## src/rtl/scratchpad_arbiter.sv

```systemverilog
// scratchpad_arbiter: arbitrates CPU, host (optional, macro SCRATCHPAD_HOST_PORT_EN) and periodic refresh access to an 8x8 scratchpad array
// Ports: sysclk/poc (clock, sync active-high reset); cpu_* and host_* nibble access ports (req/we/addr/wdata in, ack/rdata out);
// arr_row/arr_rd/arr_wr/arr_wdata/arr_rdata row-wide array interface; busy when an access is in flight.
module scratchpad_arbiter #(
  parameter int REFRESH_INTERVAL = 64,
  parameter int HOST_MAX_WAIT = 4
) (
  input  logic       sysclk,
  input  logic       poc,
  input  logic       cpu_req,
  input  logic       cpu_we,
  input  logic [3:0] cpu_addr,
  input  logic [3:0] cpu_wdata,
  output logic       cpu_ack,
  output logic [3:0] cpu_rdata,
  input  logic       host_req,
  input  logic       host_we,
  input  logic [3:0] host_addr,
  input  logic [3:0] host_wdata,
  output logic       host_ack,
  output logic [3:0] host_rdata,
  output logic [2:0] arr_row,
  output logic       arr_rd,
  output logic       arr_wr,
  output logic [7:0] arr_wdata,
  input  logic [7:0] arr_rdata,
  output logic       busy
);
  typedef enum logic [2:0] {IDLE, RD, CAP, MRG, WB} state_t;
  typedef enum logic [1:0] {SRC_CPU, SRC_HOST, SRC_RF} src_t;
  localparam logic [7:0] RI_LAST = 8'(REFRESH_INTERVAL - 1);
  localparam logic [3:0] HMW = 4'(HOST_MAX_WAIT);
  state_t state;
  src_t src;
  logic [7:0] icnt;
  logic rf_pend;
  logic [2:0] rfsh;
  logic [3:0] host_wait;
  logic [3:0] addr_q, wdata_q, cpu_rd_q, host_rd_q;
  logic we_q;
  logic [7:0] buf_q;
  logic host_go, host_force, idle, grant_rf, grant_host, grant_cpu;
  logic [3:0] nib;
  logic [7:0] merged;
`ifdef SCRATCHPAD_HOST_PORT_EN
  assign host_go = host_req;
  assign host_ack = (src == SRC_HOST) && (state == CAP || state == WB);
  assign host_rdata = (state == CAP && src == SRC_HOST) ? nib : host_rd_q;
`else
  logic unused_host;
  assign unused_host = host_req ^ (|host_rd_q);
  assign host_go = 1'b0;
  assign host_ack = 1'b0;
  assign host_rdata = 4'd0;
`endif
  assign idle = state == IDLE;
  assign host_force = host_go && host_wait >= HMW;
  assign grant_rf = idle && rf_pend;
  assign grant_host = idle && !rf_pend && host_go && (host_force || !cpu_req);
  assign grant_cpu = idle && !rf_pend && cpu_req && !host_force;
  assign nib = addr_q[0] ? arr_rdata[3:0] : arr_rdata[7:4];
  assign merged = addr_q[0] ? {arr_rdata[7:4], wdata_q} : {wdata_q, arr_rdata[3:0]};
  assign busy = !idle;
  assign arr_rd = state == RD;
  assign arr_wr = state == WB;
  assign arr_row = busy ? addr_q[3:1] : 3'd0;
  assign arr_wdata = arr_wr ? buf_q : 8'd0;
  assign cpu_ack = (src == SRC_CPU) && (state == CAP || state == WB);
  assign cpu_rdata = (state == CAP && src == SRC_CPU) ? nib : cpu_rd_q;
  always_ff @(posedge sysclk) begin
    if (poc) begin
      state <= IDLE;
      src <= SRC_CPU;
      icnt <= '0;
      rf_pend <= 1'b0;
      rfsh <= '0;
      host_wait <= '0;
      addr_q <= '0;
      wdata_q <= '0;
      we_q <= 1'b0;
      buf_q <= '0;
      cpu_rd_q <= '0;
      host_rd_q <= '0;
    end else begin
      icnt <= (icnt == RI_LAST) ? 8'd0 : icnt + 8'd1;
      // a fresh interval tick wins over the clear so no refresh is lost
      rf_pend <= (icnt == RI_LAST) || (rf_pend && !grant_rf);
      if (!host_go || grant_host) host_wait <= '0;
      else if (grant_cpu && host_wait != 4'hf) host_wait <= host_wait + 4'd1;
      case (state)
        IDLE: if (grant_rf || grant_host || grant_cpu) begin
          state <= RD;
          src <= grant_rf ? SRC_RF : grant_host ? SRC_HOST : SRC_CPU;
          // refresh reuses the write path (read-merge-writeback) with its row in addr_q
          addr_q <= grant_rf ? {rfsh, 1'b0} : grant_host ? host_addr : cpu_addr;
          we_q <= grant_rf || (grant_host ? host_we : cpu_we);
          wdata_q <= grant_host ? host_wdata : cpu_wdata;
        end
        RD: state <= we_q ? MRG : CAP;
        CAP: begin
          state <= IDLE;
          if (src == SRC_HOST) host_rd_q <= nib;
          else cpu_rd_q <= nib;
        end
        MRG: begin
          state <= WB;
          buf_q <= (src == SRC_RF) ? arr_rdata : merged;
        end
        WB: begin
          state <= IDLE;
          if (src == SRC_RF) rfsh <= rfsh + 3'd1;
        end
        default: state <= IDLE;
      endcase
    end
  end
endmodule
```

## config.mk

```make
export PLATFORM = sky130hd
export DESIGN_NAME = scratchpad_arbiter
export DESIGN_NICKNAME = d
export VERILOG_FILES = /design/src/rtl/scratchpad_arbiter.sv
export SDC_FILE = /design/constraint.sdc
export NUM_CORES = 1
export LEC_CHECK = 0
export CORE_ASPECT_RATIO = 1.75
export CORE_UTILIZATION = 49
export CTS_BUF_LIST = sky130_fd_sc_hd__clkbuf_8
export DETAILED_ROUTE_END_ITERATION = 8
export PLACE_DENSITY = 0.85
export SETUP_SLACK_MARGIN = 0.5
export SLEW_MARGIN = 40
export SYNTH_ARGS = -nofsm -noshare
export SYNTH_HDL_FRONTEND = slang
export SYNTH_SLANG_ARGS = --single-unit
```

## constraint.sdc

```tcl
create_clock -name sysclk -period 1.46 [get_ports sysclk]
set_input_delay 0.292 -clock sysclk [delete_from_list [all_inputs] [get_ports sysclk]]
set_output_delay 0.292 -clock sysclk [all_outputs]
set_load 0.02 [all_outputs]
```

# [Yosys cells after proc, flatten, opt, wreduce, memory -nomap -nowiden]
# Index checks and enable logic that the tools add are counted.
[totals] ff_bits=38 latch_bits=0 mem_bits_rw=0 romBits=0 input_bits=30 output_inout_bits=24 wordCells=51 n_memories=0
[op_classes] addsub=2 n_mul=0 div_mod_pow=0 order_cmp=0 n_eq_ne=8 shift=0 muxes=11 bitwise=1 reduce_logical=19
[op_table] operator="$mux W8" n=3
[op_table] operator="$mux W4" n=3
[op_table] operator="$pmux W3 S3" n=1
[op_table] operator="$add A8 B1 Y8 const B" n=1
[op_table] operator="$eq A8 B6 Y1 const B" n=1
[op_table] operator="$eq A3 B2 Y1 const B" n=2
[op_table] operator="$logic_and A1 B1 Y1" n=6
[op_table] operator="$mux W3" n=2
[op_table] operator="$reduce_and A2 Y1" n=3
[op_table] operator="$logic_or A1 B1 Y1" n=4
[op_table] operator="$add A3 B1 Y3 const B" n=1
[op_table] operator="$eq A3 B1 Y1 const B" n=1
[op_table] operator="$eq A3 B3 Y1 const B" n=1
[op_table] operator="$logic_not A1 Y1" n=3
[op_table] operator="$logic_not A3 Y1" n=1
[op_table] operator="$eq A2 B1 Y1 const B" n=1
[op_table] operator="$eq A2 B2 Y1 const B" n=1
[op_table] operator="$logic_not A2 Y1" n=1
[op_table] operator="$mux W2" n=1
[op_table] operator="$ne A2 B1 Y1 const B" n=1
[op_table] operator="$reduce_or A2 Y1" n=1
[op_table] operator="$mux W1" n=1
[op_table] operator="$not A1 Y1" n=1

# [Depth between registers and ports, before layout]
# Gate-level depths: netlist (run 1).
[logic_depth] depth_word=6 ltp_mapped=6 mapped_depth_nobuf=4

# [Worst setup path after synthesis (run 1)]
# No wires, ideal clock.
[synth_timing] path_type="flip-flop to output port" from="reg state[2]" to="out arr_wdata[0]" t_arrival_ns=1.284 required_time_ns=1.168 slack_ns=-0.116 stages_incl_launch_ff=4 path_buffers=1 path_cell_list="dfxtp_1 > buf_4 > nor3b_2 > and2_1"
[synth_between] elab_chain_len=2
[synth_lines] item="start, declared" line_no="33" rtl="state_t state;"
[synth_lines] item="start signal, assigned" line_no="99" rtl="RD: state <= we_q ? MRG : CAP;"
[synth_lines] item="$eq A3 B3 Y1" line_no="65" rtl="assign arr_wr = state == WB;"
[synth_lines] item="via arr_wr" line_no="24" rtl="output logic arr_wr,"
[synth_lines] item="$mux W8" line_no="67" rtl="assign arr_wdata = arr_wr ? buf_q : 8'd0;"
[synth_lines] item="end, declared" line_no="25" rtl="output logic [7:0] arr_wdata,"
# The timed path passes the listed nets, and every way through them passes these cells.

# [Worst setup path after layout (run 1)]
[layout_timing] from="reg state[0]" to="out cpu_ack"
[layout_between] elab_chain_len=3 word_cells_on_any_way=4 classes_between="2 x eq/ne; 2 x reduce/logical"
[layout_lines] item="$eq A3 B2 Y1 or $eq A3 B3 Y1 (tied branches)" line_no="68" rtl="assign cpu_ack = (src == SRC_CPU) && (state == CAP || state == WB);"
[layout_lines] item="$logic_or A1 B1 Y1 *" line_no="68"
[layout_lines] item="$logic_and A1 B1 Y1 *" line_no="68"
[layout_lines] item="end, declared" line_no="14" rtl="output logic cpu_ack,"
# Every way passes the cells marked *; elsewhere a longest branch is shown, timed or not.

==> run metrics, run 1 <==
Netlist cell types 47; layout cells sized above 1 55.5%; Hold Violations, Final 0; status finished, violations left; FF+latch count, synth 37; DR DRC count 0; Tmin final 1.85 ns; CP endpoint kind output pin; Mapped Area 1860 µm²; WP buf/inv 4; skew final 0.00896 ns; vias in the first global route 1925; chip height 83.6 µm; Syn. warnings 0; fill count 143; Vias 2028; DP HPWL 3230 µm; sequential area share after synthesis 39.8%; CP peak stage delay 0.35 ns; Post-Synthesis Cells 208; CP top delay family buffers and inverters; hold endpoint we_q; Root Driver clkbuf_8; CP Launch Type flip-flop; ys async rst share 0%; Top FF cell, synth dfxtp_1; Final Wtd Congestion 0.816; Worst-Margin Slew 0.564 ns; global-route wire length before repair 9340 µm; H-tree Lvls 2; Worst Path Arrival 1.55 ns; routed wire length 7560 µm; worst-skew pair later-pin latency 0.31 ns; Hold Path Stages 2; die area 4060 µm²; CTS hold repair buffers 0; RSZ-0062 raised after global routing true; Clock Tree Buf Depth 2; EDFF count, synth 0; Leak 1.26 nW; DRT iter0 DRCs 109; Total GRT Usage 30.5%; R2R Path End addr_q[2]; violated checks negative setup slack; initial core utilization 51.3%; maximum clock rate 542 MHz; biggest area consumer among synthesized cells dfxtp_1; Crit Path Max Fanout 5; ANT cells 0; peak supply drop 0.00133 V; CTS tree built; Design Power 2.83 mW; Layout Nets 321; share of the synthesized area in the top cell type 39.8%; Power Density 872 nW/µm²; R2R setup slack -0.21 ns; max cap viols 0; worst path cell trace buf_6 -> nor3b_4 -> buf_6 -> buf_16 -> o21ba_4 -> buf_6; HP Start we_q; PnR worst setup slack -0.386 ns; Final period util 126%; Worst-path clk slew 0.08 ns; area of the multi-input gates 1290 µm²; Min Hold Slack 0.495 ns; Area Growth Syn to Fin 73.8%; initial antenna violation count 0; Top cell by count, worst path buf_6; num rows 29; Avg WL per Cell 22.5 µm; remaining antenna violation count 0; Port Buffers 38; Vias/cell 6.04; CTS Buf Count 5; IO Count 54; CP required 1.17 ns; Post-Syn Area per Cell 8.96 µm²; critical path type flip-flop to output pin; Critical-path top delay cell dfxtp_2; Finish-stage setup viols 39; synth top area cells dfxtp_1, nor2_1, mux2i_1; hold crit path type flip-flop to flip-flop; clk sink count 37; drt pass-1 iters 4; total global routing overflow 0; Slew HR 62.3%; final max-slew violation count 0; Register Area 762 µm²; Die Span X 48.6 µm; R2R Path Start state[0]; CORE AREA 3630 µm²; largest net degree at the start of global routing 18; R2R depth 9
-- cell families after synthesis --
family / count (synthesis) / synth area share [%]
mux: 11 / 5.98
compound gates: 48 / 18.3
buf+inv: 26 / 8.06
simple gates: 79 / 24.5
flops: 37 / 39.8
fa+ha+maj: 2 / 1.34
xor+xnor: 4 / 1.88
other cells: 1 / 0.201
-- metrics by stage --
stage / std cells / utilization [%] / setup slack [ns] / TNS, ns / area (µm²)
after floorplan: 212 / - / -0.0770 / -0.349 / 2060
after global placement: 306 / 71.2 / -0.522 / -8.51 / 2580
after detailed placement: 306 / 71.2 / -0.523 / -8.91 / 2580
after CTS: 327 / 83.9 / -0.285 / -4.74 / 3040
after global routing: 336 / 89.2 / -0.424 / -10.32 / 3240
final: 336 / 89.2 / -0.386 / -8.44 / 3240
-- worst register-to-register path, cell delays in order, from the launching register on --
cell      delay, ns
dfxtp_2        0.35
buf_6          0.12
buf_4          0.13
buf_6          0.11
nor3_4         0.14
buf_12         0.16
buf_6          0.11
buf_6          0.11
o21ai_4        0.10
a221oi_2       0.25
-- synth_stat cells (2+ instances only) --
library cell  count
xnor2_1           2
and2_1            8
clkbuf_1          5
xor2_1            2
a21oi_1          12
inv_1             8
nand2_1           8
dfxtp_1          37
and3_1            2
nand3_1           5
a311oi_1          4
buf_4             8
o31ai_1           2
mux2i_1          10
a221oi_2          2
nor2b_1           3
o21ai_0          10
a211oi_1          8
ha_1              2
nand2b_1          4
nor2_1           32
nand3b_1          5
buf_2             2
a31o_2            3
nor3b_1           2
-- placed cells by master, fill, tap and decap left out, types with 5 or more instances in the layout --
| master | netlist | layout |
|---|---|---|
| a211oi_2 | 1 | 9 |
| a21oi_2 | 0 | 10 |
| and2_4 | 0 | 8 |
| buf_12 | 0 | 5 |
| buf_4 | 8 | 28 |
| buf_6 | 1 | 32 |
| clkbuf_8 | 0 | 5 |
| clkdlybuf4s50_1 | 0 | 18 |
| conb_1 | 1 | 5 |
| dfxtp_1 | 37 | 26 |
| dfxtp_2 | 0 | 8 |
| inv_1 | 8 | 7 |
| mux2i_1 | 10 | 8 |
| nand2_1 | 8 | 7 |
| nand3b_1 | 5 | 5 |
| nor2_1 | 32 | 24 |
| nor2_2 | 1 | 5 |
| o21ai_1 | 0 | 5 |
-- timing repair --
action	4_1_cts	5_1_grt
cloned	3	0
setup buffers	10	9
resized for setup	151	31
setup endpoints to repair	56	56
pin swaps	31	14
-- registers in the layout, indices dropped and copies added, names as in the netlist --
register,flops
we_q,1
addr_q,4
state,3
rfsh,3
wdata_q,4
icnt,8
rf_pend,1
cpu_rd_q,4
src,1
buf_q,8
-- layer usage --
layer / vias up / share of wire [%] / routed length, µm / track usage (%)
met5: - / 0 / 0 / 0
li1: 883 / - / - / -
met4: 0 / 7.5 / 566 / 18.2
met3: 45 / 5.1 / 383 / 6.38
met2: 111 / 53 / 4020 / 55.8
met1: 989 / 34 / 2580 / 30.4
-- worst max path at each step --
stage / start / endpoint / slack, ns / depth (start not counted)
floorplan: state[2] / cpu_rdata[0] / -0.08 / 4
global placement: arr_rdata[0] / cpu_rdata[0] / -0.52 / 4
detailed placement: arr_rdata[0] / cpu_rdata[0] / -0.52 / 4
CTS: state[2] / cpu_rdata[0] / -0.29 / 5
global route: state[2] / cpu_rdata[1] / -0.42 / 5
finish: state[0] / cpu_ack / -0.39 / 6
-- power breakdown --
part / internal [mW] / switching [mW] / leakage (nW)
clock: 0.679 / 0.412 / 0.0681
combinational: 0.315 / 0.322 / 0.889
sequential: 1.05 / 0.0451 / 0.307
-- layout make-up --
| cell class | count | share of cell area (%) |
|---|---|---|
| Multi-Input combinational cell | 149 | 40.0 |
| Timing Repair Buffer | 88 | 29.6 |
| Sequential cell | 37 | 23.5 |
| Clock buffer | 5 | 2.13 |
| Clock inverter | 3 | 2.01 |
| Tap cell | 46 | 1.78 |
| Inverter | 8 | 1.00 |
No activity file was read; power rests on OpenSTA's default activity.
==> run 2: changes to the inputs <==
--- a/config.mk
+++ b/config.mk
@@ -6,10 +6,10 @@
 export NUM_CORES = 1
 export LEC_CHECK = 0
 export CORE_ASPECT_RATIO = 1.75
-export CORE_UTILIZATION = 49
+export CORE_UTILIZATION = 53
 export CTS_BUF_LIST = sky130_fd_sc_hd__clkbuf_8
 export DETAILED_ROUTE_END_ITERATION = 8
-export PLACE_DENSITY = 0.85
+export PLACE_DENSITY = 0.91
 export SETUP_SLACK_MARGIN = 0.5
 export SLEW_MARGIN = 40
 export SYNTH_ARGS = -nofsm -noshare
==> constraint.sdc (replaced) <==
create_clock -name sysclk -period 2.3 [get_ports sysclk]
set_input_delay 0.46 -clock sysclk [delete_from_list [all_inputs] [get_ports sysclk]]
set_output_delay 0.46 -clock sysclk [all_outputs]
set_load 0.02 [all_outputs]
==> run metrics, run 2 (synthesis results as in run 1) <==
Critical-path top delay cell dfxtp_4; CP required 1.84 ns (+0.67 ns); Design Power 1.65 mW (-42%); global-route wire length before repair 7340 µm (-21%); DR DRC count 0 (unchanged); CTS hold repair buffers 0 (unchanged); CP top delay family buffers and inverters; Worst-path clk slew 0.08 ns (about the same); Die Span X 46.8 µm (-3.7%); skew final 0.0113 ns (+0.00229 ns); IO Count 54 (unchanged); CORE AREA 3360 µm² (-7.3%); DP Worst Slack -0.0860 ns (+0.438 ns); largest net degree at the start of global routing 18 (unchanged); final core utilization 77.5% (-12 points); CP endpoint kind output pin; status finished, final reports clean; commonest non-fill, non-tap cells in the layout dfxtp_1, nor2_1, buf_6; Final Wtd Congestion 0.842 (+3.1%); CP peak stage delay 0.37 ns (+0.02 ns); worst path cell trace buf_6 -> nor3b_4 -> buf_6 -> o21ba_4 -> buf_6; Clock Tree Buf Depth 2 (unchanged); CP Launch Type flip-flop; num rows 28 (-3.4%); most common cell after layout, fill and taps aside dfxtp_1; vias in the first global route 1577 (-18%); Vias 1686 (-17%); Area Growth Syn to Fin 39.9%; R2R Path Start state[0]; hold crit path type flip-flop to flip-flop; CTS Buf Count 5 (unchanged); peak supply drop 0.000618 V (-54%); total global routing overflow 0 (unchanged); routed wire length 4900 µm (-35%); Top cell by count, worst path buf_6; Layout Nets 293 (-8.7%); die area 3770 µm² (-7.3%); layout cells sized above 1 34.0% (-22 points); Vias/cell 5.49 (-9.0%); drt pass-1 iters 4 (unchanged); Avg WL per Cell 16.0 µm (-29%); DP HPWL 3050 µm (-5.6%); Worst-Margin Slew 0.656 ns (+0.0916 ns); final max-slew violation count 0 (unchanged); Worst Path Arrival 1.46 ns (-0.09 ns); Port Buffers 38 (unchanged); worst-skew pair later-pin latency 0.30 ns (about the same); CTS tree built; chip height 80.4 µm (-3.8%); max cap viols 0 (unchanged); H-tree Lvls 2 (unchanged); RSZ-0062 raised after global routing true; ANT cells 0 (unchanged); clk sink count 37 (unchanged); R2R setup slack 0.62 ns (+0.83 ns); Crit Path Max Fanout 5 (unchanged); maximum clock rate 521 MHz; PnR worst setup slack 0.381 ns (+0.767 ns); Min Hold Slack 0.444 ns (-0.0513 ns); Power Density 632 nW/µm² (-28%); Root Driver clkbuf_8; Setup crit start state[0]; TNS Setup 0 ns (+8.44 ns); Slew HR 56.3% (-6.0 points); Final period util 83.4%; HP Start we_q; WP buf/inv 3 (-1); initial antenna violation count 0 (unchanged); Hold Violations, Final 0 (unchanged); remaining antenna violation count 0 (unchanged); initial core utilization 55.4% (+4.0 points); Finish-stage setup viols 0 (-100%); DRT iter0 DRCs 37 (-66%); Tmin final 1.92 ns; critical path type flip-flop to output pin; Leak 1.06 nW (-17%); Total GRT Usage 27.9% (-2.6 points); largest registers buf_q x8, icnt x8
-- run 2: cell count changes in the layout (fill, tap and decap cells not counted), moves of 5 or more --
| cell | change |
|---|---|
| o21ai_0 | +6 |
| buf_6 | -12 |
| a211oi_2 | -8 |
| a21oi_2 | -8 |
| dfxtp_2 | -7 |
| a211oi_1 | +8 |
| o21ai_1 | -5 |
| dfxtp_1 | +7 |
| buf_4 | -10 |
| a21oi_1 | +8 |
-- run 2: timing repair --
| item | 4_1_cts | 5_1_grt |
|---|---|---|
| pin swaps | 14 | 5 |
| endpoints found under the setup margin | 19 | 19 |
| cloned | 1 | 0 |
| resized for setup | 127 | 22 |
| setup buffers | 5 | 3 |
-- run 2: layout make-up --
cell class / count / area, µm²
Inverter: 8 / 30.0
Sequential cell: 37 / 753
Multi-Input combinational cell: 149 / 1060
Timing Repair Buffer: 60 / 574
Fill cell: 241 / 757
Tap cell: 45 / 56.3
Clock inverter: 3 / 65.1
Clock buffer: 5 / 68.8
-- run 2: power breakdown --
group          internal [mW]  switching (mW)  total (mW)
Clock                  0.431           0.245       0.676
Sequential             0.666          0.0240       0.690
Combinational          0.138           0.143       0.280
-- run 2: path summary, 6_finish.rpt --
kind / to / cells past startpoint
max: cpu_ack / 5
min: we_q / 2
max reg2reg: buf_q[7] / 5
min reg2reg: we_q / 2
-- run 2: metal layers --
metal	vias up	track usage, %	share of wire, %	routed length, µm
li1	826	-	-	-
met1	797	28.1	35	1730
met2	51	49.2	58	2830
met3	12	5.84	3.4	167
met4	0	16.3	3.7	180
met5	-	0	0	0
-- run 2: worst register-to-register path, cell delays in order (launching register included) --
cell      delay (ns)
dfxtp_4         0.38
buf_6           0.12
buf_12          0.10
and3b_1         0.58
nor2_1          0.12
a311oi_1        0.29
-- run 2: stage by stage --
stage | instances | area [µm²]
floorplan | 212 | 1880
global placement | 290 | 2290
detailed placement | 290 | 2290
CTS | 304 | 2530
global route | 307 | 2610
finish | 307 | 2610
==> run 3: changes to the inputs <==
--- a/config.mk
+++ b/config.mk
@@ -6,10 +6,10 @@
 export NUM_CORES = 1
 export LEC_CHECK = 0
 export CORE_ASPECT_RATIO = 1.75
-export CORE_UTILIZATION = 53
+export CORE_UTILIZATION = 44
 export CTS_BUF_LIST = sky130_fd_sc_hd__clkbuf_8
 export DETAILED_ROUTE_END_ITERATION = 8
-export PLACE_DENSITY = 0.91
+export PLACE_DENSITY = 0.81
 export SETUP_SLACK_MARGIN = 0.5
 export SLEW_MARGIN = 40
 export SYNTH_ARGS = -nofsm -noshare
==> constraint.sdc (replaced) <==
create_clock -name sysclk -period 1.73 [get_ports sysclk]
set_input_delay 0.346 -clock sysclk [delete_from_list [all_inputs] [get_ports sysclk]]
set_output_delay 0.346 -clock sysclk [all_outputs]
set_load 0.02 [all_outputs]
==> run metrics, run 3 (synthesis results as in run 1) <==
remaining antenna violation count 0 (unchanged); H-tree Lvls 2 (unchanged); Clock Power Share 28.7% (-12 points); CP peak stage delay 0.35 ns (-0.02 ns); maximum clock rate 531 MHz; initial core utilization 45.3% (-10 points); Setup crit end arr_wdata[6]; R2R Path Start state[2]; DP Worst Slack -0.395 ns (-0.309 ns); Design Power 2.04 mW (+24%); final max-slew violation count 0 (unchanged); CTS tree built; CP endpoint kind output pin; initial antenna violation count 0 (unchanged); CTS Buf Count 5 (unchanged); Port Buffers 38 (unchanged); RSZ-0062 raised after global routing true; die area 4510 µm² (+20%); DR DRC count 0 (unchanged); Worst-path clk slew 0.07 ns (about the same); peak supply drop 0.000603 V (-2.3%); fill count 292 (+21%); Vias 1841 (+9.2%); status finished, violations left; Tmin final 1.88 ns; violated checks negative setup slack; Vias/cell 5.46 (-0.53%); hold crit path type flip-flop to flip-flop; critical path type flip-flop to output pin; Sequential Power Share 45.4% (+3.5 points); Comb power frac 25.8% (+8.8 points); ANT cells 0 (unchanged); DP HPWL 2970 µm (-2.5%); Internal Power 1.44 mW (+16%); R2R depth 9 (+4); Final Wtd Congestion 0.752 (-11%); largest registers buf_q x8, icnt x8; CP required 1.38 ns (-0.46 ns); Crit Path Max Fanout 4 (-1); Avg WL per Cell 17.0 µm (+6.5%); Layout Nets 319 (+8.9%); Clock Tree Buf Depth 2 (unchanged); DRT iter0 DRCs 30 (-19%); clk sink count 37 (unchanged); Hold Path Stages 1 (-1); Power Density 659 nW/µm² (+4.3%); CP top delay family buffers and inverters; skew final 0.00468 ns (-0.00658 ns); Area Growth Syn to Fin 66.2%; Final period util 109%; largest net degree at the start of global routing 19 (+1); Leak 1.23 nW (+17%); max cap viols 0 (unchanged); Die Span X 51.2 µm (+9.3%); most common cell after layout, fill and taps aside buf_6; NetSw 0.600 mW (+46%); commonest non-fill, non-tap cells in the layout buf_6, dfxtp_1, buf_4; routed wire length 5730 µm (+17%); num rows 31 (+11%); R2R setup slack 0.12 ns (-0.50 ns); Crit. path cell count 6 (+1); PnR worst setup slack -0.155 ns (-0.536 ns); Top cell by count, worst path buf_6; WP buf/inv 4 (+1); sw frac 29.5% (+4.5 points); Finish-stage setup viols 16 (+16); Setup crit start state[0]; Critical-path top delay cell dfxtp_2; vias in the first global route 1696 (+7.5%); CORE AREA 4110 µm² (+22%); Root Driver clkbuf_8; global-route wire length before repair 7850 µm (+6.9%); Worst Path Arrival 1.54 ns (+0.08 ns); Total GRT Usage 23.6% (-4.3 points); worst path cell trace buf_6 -> nor3b_4 -> buf_6 -> buf_16 -> and2_4 -> buf_6; R2R Path End addr_q[0]; drt pass-1 iters 4 (unchanged); total global routing overflow 0 (unchanged); layout cells sized above 1 53.8% (+20 points); Hold Violations, Final 0 (unchanged); CP Launch Type flip-flop; chip height 88.1 µm (+9.5%); worst-skew pair later-pin latency 0.29 ns (about the same); IO Count 54 (unchanged)
run 3: layout make-up:
class / instances / area, µm² / area share (%)
multi-input cells: 149 / 1280 / 41.5
repair buffers: 86 / 883 / 28.5
flip-flops and latches: 37 / 752 / 24.3
clock buffers: 5 / 68.8 / 2.22
well taps: 49 / 61.3 / 1.98
inverters: 8 / 32.5 / 1.05
clock inverters: 3 / 13.8 / 0.445
run 3: per-layer routing:
| metal | vias up | part of all wire, % | global-route usage, % | routed length, µm |
|---|---|---|---|---|
| li1 | 877 | - | - | - |
| met1 | 894 | 37 | 23.9 | 2100 |
| met2 | 50 | 56 | 44.1 | 3190 |
| met3 | 20 | 3.1 | 4.34 | 175 |
| met4 | 0 | 4.5 | 12.4 | 258 |
| met5 | - | 0 | 0 | 0 |
run 3: timing repair:
item | in CTS | in global routing
resized for setup | 165 | 43
pin swaps | 30 | 20
setup buffers | 14 | 8
cloned | 2 | 0
endpoints found under the setup margin | 50 | 52
hold buffers | 0 | 0
run 3: through the flow:
stage               instances  instance area (µm²)  hold WS, ns  utilization, %  TNS [ns]
finish                    337                 3100        0.469            75.3     -1.13
global route              337                 3100        0.495            75.3     -2.15
CTS                       329                 2860        0.448            69.4     -1.01
detailed placement        305                 2450        0.433            59.7     -4.39
global placement          305                 2450        0.431            59.7     -4.23
floorplan                 212                 1950        0.421               -         0
run 3: power by group through the flow:
| stage | clock [mW] | sequential [mW] | combinational [mW] |
|---|---|---|---|
| 6_report | 0.586 | 0.926 | 0.527 |
| 5_1_grt | 0.634 | 0.930 | 0.560 |
| 4_1_cts | 0.596 | 0.919 | 0.448 |
| 3_5_place_dp | 0 | 0.934 | 0.357 |
| 3_3_place_gp | 0 | 0.932 | 0.353 |
| 2_1_floorplan | 0 | 0.926 | 0.220 |
run 3: worst min path at each step:
stage            start      end  slack (ns)
6_report       icnt[0]  icnt[0]        0.47
2_1_floorplan     we_q     we_q        0.42
3_3_place_gp      we_q     we_q        0.43
5_1_grt        icnt[0]  icnt[0]        0.50
4_1_cts           we_q     we_q        0.45
3_5_place_dp      we_q     we_q        0.43
run 3: worst reg2reg max path, stage by stage, from the launching register on:
cell	delay, ns
dfxtp_4	0.37
buf_6	0.13
nor3_4	0.24
buf_4	0.16
buf_6	0.10
buf_6	0.09
buf_6	0.08
buf_6	0.11
nand4b_1	0.12
a21oi_2	0.16
